[src/rtl/down_timer.sv]
`default_nettype none
// ============================================================================
// Module   : down_timer
// Purpose  : Loadable, cascadable down-counter/timer. Counts down one step
//            per en tick from a programmed start value. Supports one-shot
//            and periodic (auto-reload) modes. Signals expiry with a
//            combinational borrow-out so that stages can be chained.
// Revision : 1.0 - initial release
// ----------------------------------------------------------------------------
// Ports
//   clk        : system clock, rising-edge active
//   rst        : asynchronous active-high reset
//   en_i       : count tick (decrement only when 1)
//   start_i    : pulse; latch load_val_i/periodic_i and begin counting
//   stop_i     : pulse; abort the run, count holds
//   clr_i      : clear the sticky expired flag
//   periodic_i : mode, sampled on start (1 = auto-reload, 0 = one-shot)
//   load_val_i : start value; period is load_val_i+1 en ticks
//   cnt_o      : current count
//   busy_o     : 1 while running
//   bo_o       : combinational borrow-out = en & RUN & (cnt==0)
//   done_o     : registered copy of bo_o
//   expired_o  : sticky expiry flag
// ============================================================================
module down_timer #(
  parameter int W = 16
) (
  input  logic         clk,
  input  logic         rst,
  input  logic         en_i,
  input  logic         start_i,
  input  logic         stop_i,
  input  logic         clr_i,
  input  logic         periodic_i,
  input  logic [W-1:0] load_val_i,
  output logic [W-1:0] cnt_o,
  output logic         busy_o,
  output logic         bo_o,
  output logic         done_o,
  output logic         expired_o
);

  typedef enum logic [0:0] {
    S_IDLE = 1'b0,
    S_RUN  = 1'b1
  } state_t;

  localparam logic [W-1:0] C_ONE = {{(W-1){1'b0}}, 1'b1};

  state_t       state_q, state_d;
  logic [W-1:0] cnt_q, cnt_d;
  logic [W-1:0] reload_q, reload_d;
  logic         mode_q, mode_d;
  logic         done_q;
  logic         expired_q, expired_d;
  logic         bo_w;

  // Borrow depends only on en and registered state, which is what lets a
  // downstream stage use it as its en without adding a cycle of latency.
  assign bo_w = en_i && (state_q == S_RUN) && (cnt_q == '0);

  always_comb begin
    state_d   = state_q;
    cnt_d     = cnt_q;
    reload_d  = reload_q;
    mode_d    = mode_q;
    expired_d = expired_q;

    // clr is applied first so that a same-cycle expiry overrides it.
    if (clr_i) begin
      expired_d = 1'b0;
    end

    if (start_i) begin
      cnt_d     = load_val_i;
      reload_d  = load_val_i;
      mode_d    = periodic_i;
      state_d   = S_RUN;
      expired_d = 1'b0;
    end else if (stop_i) begin
      state_d = S_IDLE;
    end else if ((state_q == S_RUN) && en_i) begin
      if (cnt_q != '0) begin
        cnt_d = cnt_q - C_ONE;
      end else begin
        expired_d = 1'b1;
        if (mode_q) begin
          cnt_d = reload_q;
        end else begin
          // One-shot terminal tick: count rests at zero, never wraps.
          state_d = S_IDLE;
        end
      end
    end
  end

  always_ff @(posedge clk or posedge rst) begin
    if (rst) begin
      state_q   <= S_IDLE;
      cnt_q     <= '0;
      reload_q  <= '0;
      mode_q    <= 1'b0;
      done_q    <= 1'b0;
      expired_q <= 1'b0;
    end else begin
      state_q   <= state_d;
      cnt_q     <= cnt_d;
      reload_q  <= reload_d;
      mode_q    <= mode_d;
      done_q    <= bo_w;
      expired_q <= expired_d;
    end
  end

  assign cnt_o     = cnt_q;
  assign busy_o    = (state_q == S_RUN);
  assign bo_o      = bo_w;
  assign done_o    = done_q;
  assign expired_o = expired_q;

endmodule
`default_nettype wire

[config.mk]
export PLATFORM = sky130hd
export DESIGN_NAME = down_timer
export DESIGN_NICKNAME = d
export VERILOG_FILES = /design/src/rtl/down_timer.sv
export SDC_FILE = /design/constraint.sdc
export NUM_CORES = 1
export LEC_CHECK = 0
export ABC_AREA = 1
export CAP_MARGIN = 20
export CORE_MARGIN = 3
export CORE_UTILIZATION = 40
export DETAILED_ROUTE_END_ITERATION = 6
export GPL_TIMING_DRIVEN = 0
export SLEW_MARGIN = 30
export SYNTH_ARGS = -nofsm -noshare
export SYNTH_HDL_FRONTEND = slang
export SYNTH_SLANG_ARGS = --single-unit
[constraint.sdc]
create_clock -name clk -period 2.3 [get_ports clk]
set_input_delay 0.46 -clock clk [delete_from_list [all_inputs] [get_ports clk]]
set_output_delay 0.46 -clock clk [all_outputs]
set_load 0.05 [all_outputs]
==> impl_metrics.toml, run 1 <==
[outcome]
outcome = "finished, final reports clean"

[worst_setup_path]
cp_max_fo = 4
crit_path_start = "cnt_o[0]"
path_cells = "inv_2, ha_2, nand3_1, nor2_4, nand2_8, nor3_4, buf_6"
crit_path_top_delay_cell = "dfrtp_2"
slowest_delay_ps = 430
required_ps = 1840
worstPathArrival_ps = 1710
endpoint_kind = "output pin"
critical_path_class = "flip-flop to output pin"
crit-reg2reg-launch = "cnt_o[0]"
start_kind = "flip-flop"

[die]
pin_count = 43
die_y_um = 81.06
rows = 26
die_w_um = 81.06
start_util_pct = 42.76
dieArea_sq_mm = 0.006570
core_sq_mm = 0.005270

[layout]
diodes = 0
syn_to_final_growth_pct = 29.54
drive_gt1_share_pct = 17.53
fin_area_sq_mm = 0.002919
post-route-util_pct = 55.39
final_nets = 389

[synth]
ys_seq_area_share_pct = 39.98
synth.most_common_cell = "nand2_1"
synth_area_leaders = "dfrtp_1 40%, nand2_1 20%, inv_1 5.8%"
yosys_warnings = 0
syn_nets = 337
synth_ff_type = "dfrtp_1"
yosys.area.top_type = "dfrtp_1"
synth.distinct_cells = 27
synthTopCellsByCount = "120 x nand2_1, 36 x dfrtp_1, 35 x inv_1, 31 x nor2_1, 21 x nand3_1"
synth_top_area_share_pct = 39.98
synth_edf_count = 0
avgSynthCellArea_sq_um = 7.222
ys_seq_elements = 36
synth_cells = 312
synth_area_sq_mm = 0.002253
async_flop_share_pct = 100.0

[timing]
max_freq_ghz = 0.4617
fin_crit_ps = 2166
finalClockSkew_ps = 9.134
relSlewSlack_pct = 65.01
worst_pin_slew_ps = 524.9
hold_viol = 0
holdWs_ps = 461.6
finalCritPeriodShare_pct = 94.17
maxSlewViolCount = 0
setup_tns_ps = 0
finalSetupViolations = 0
rsz0062_at_grt = "false"

[drt]
drt-initial-drc-count = 111
avgViaCountPerCell = 4.694
final_antenna_net_count = 0
drc = 0
wl_per_cell_um = 12.90
wirelength_um = 5611
dr.pass1.iters = 5
vias = 2042

[global_route]
antenna_found_initial = 0
grt_pass1_vias = 1944
grt_start_max_net_pins = 21
grtUsageTotal_pct = 19.01
grt_overflow = 0
grt_pass1_wl_um = 9577

[worst_hold_path]
hold_start = "reload_q[7]"
holdCritPathClass = "flip-flop to flip-flop"

[placement]
gp_congestion = 0.8430
detailed_place.area_sq_mm = 0.002803
portBuffers = 42
hpwl_um = 4168

[clock_network]
clock_latency_ps = 290
clock_path_buffers = 2
cts_root_buf = "clkbuf_8"
numCtsBuffers = 5
clk_pin_slew_ps = 80
cts_tree = "done"
clock_sinks = 36
htree_levels = 2
hold_buffers = 0

[flow_run]
drv_cap = 0

[power]
max-vdd-ir-drop_uv = 467.2
pwr_density_cell_mw_per_mm2 = 720.6
p_leak_nw = 1.519
## cell type report
type                    instances  area [sq um]
plain buffers                   7         46.29
clock buffers                   6         82.58
clock inverters                 2         10.01
fillers                       533          2351
inverters                      36         135.1
multi-input cells             232          1182
flip-flops and latches         36         903.4
well taps                      70         87.58
repair buffers                 46         471.7
## power by group
part	switching (mW)	internal, mW
sequential	0.102	0.716
combinational	0.521	0.288
clock	0.237	0.239
## registers in the layout, indices dropped and copies added (netlist names)
| register | count |
|---|---|
| cnt_o | 16 |
| mode_q | 1 |
| reload_q | 16 |
| busy_o | 1 |
| done_o | 1 |
| expired_o | 1 |
## per-layer routing
layer	part of all wire, %	vias to the layer above	GRT usage, %
met4	1.1	0	5.236
met5	0	-	0
met3	5.4	7	4.213
met2	46	44	30.46
met1	47	925	25.83
li1	-	1066	-
## through the flow
stage	setup WS, ps	total power [mW]	instances
2_1_floorplan	13.49	1.380	312
3_3_place_gp	-562.7	1.632	424
3_5_place_dp	-569.2	1.644	425
4_1_cts	1.499	2.121	434
5_1_grt	52.50	2.235	435
6_report	134.2	2.104	435
## critical path, delay by kind of cell, from the launching register on
kind,cells,cell delay [ps]
fa+ha+maj,1,200
buf+inv,2,280
flops,1,430
simple gates,4,510
## what timing repair did
action	CTS	global route
setup endpoints to repair	1	1
pin swaps	2	2
gates cloned	0	0
setup buffers	2	1
gates resized for setup	9	0
## kinds of logic (layout without fill, tap and decap cells)
| kind of cell | count (synthesis) | count (layout) | share of synthesized area (%) |
|---|---|---|---|
| adders and majority gates | 2 | 2 | 1.110 |
| DFF | 36 | 36 | 39.98 |
| AOI/OAI and AO/OA | 24 | 24 | 6.996 |
| buffers and inverters | 44 | 97 | 8.551 |
| xor gates and xnor gates | 3 | 3 | 1.166 |
| and+or+nand+nor | 203 | 203 | 42.20 |
## cells in the final DEF, fill, tap and decap left out
cell	instances
nand2_1	120
clkdlybuf4s50_1	41
dfrtp_1	34
inv_1	32
nor2_1	31
nand3_1	21
o21ai_0	10
nand3_2	8
a21oi_2	7
nor2_2	6
clkbuf_8	6
buf_2	4
nor2_4	4
inv_2	4
nand2_4	3
nand2_2	3
buf_6	3
o21ai_1	3
buf_4	3
nand3b_1	2
or2_2	2
o21ai_2	2
xor2_1	2
clkinv_2	2
dfrtp_2	2
nor2_8	1
nand2_8	1
clkbuf_1	1
xnor2_1	1
nor3_4	1
a21oi_1	1
a32oi_1	1
ha_2	1
ha_1	1
buf_16	1
## worst paths after layout
kind	to	slack, ps	cells past startpoint
max	bo_o	130	7
min	reload_q[7]	460	2
max reg2reg	cnt_o[6]	310	12
min reg2reg	reload_q[7]	460	2
max in group asynchronous	cnt_o[1]	1370	3
min in group asynchronous	reload_q[5]	480	2
Power figures use the tool's default switching activity.
==> inputs of run 2 (changes only) <==
- GPL_ROUTABILITY_DRIVEN: not set -> 0
==> results of run 2 <==
The final DEF is identical to that of run 1; final timing and power are the same.
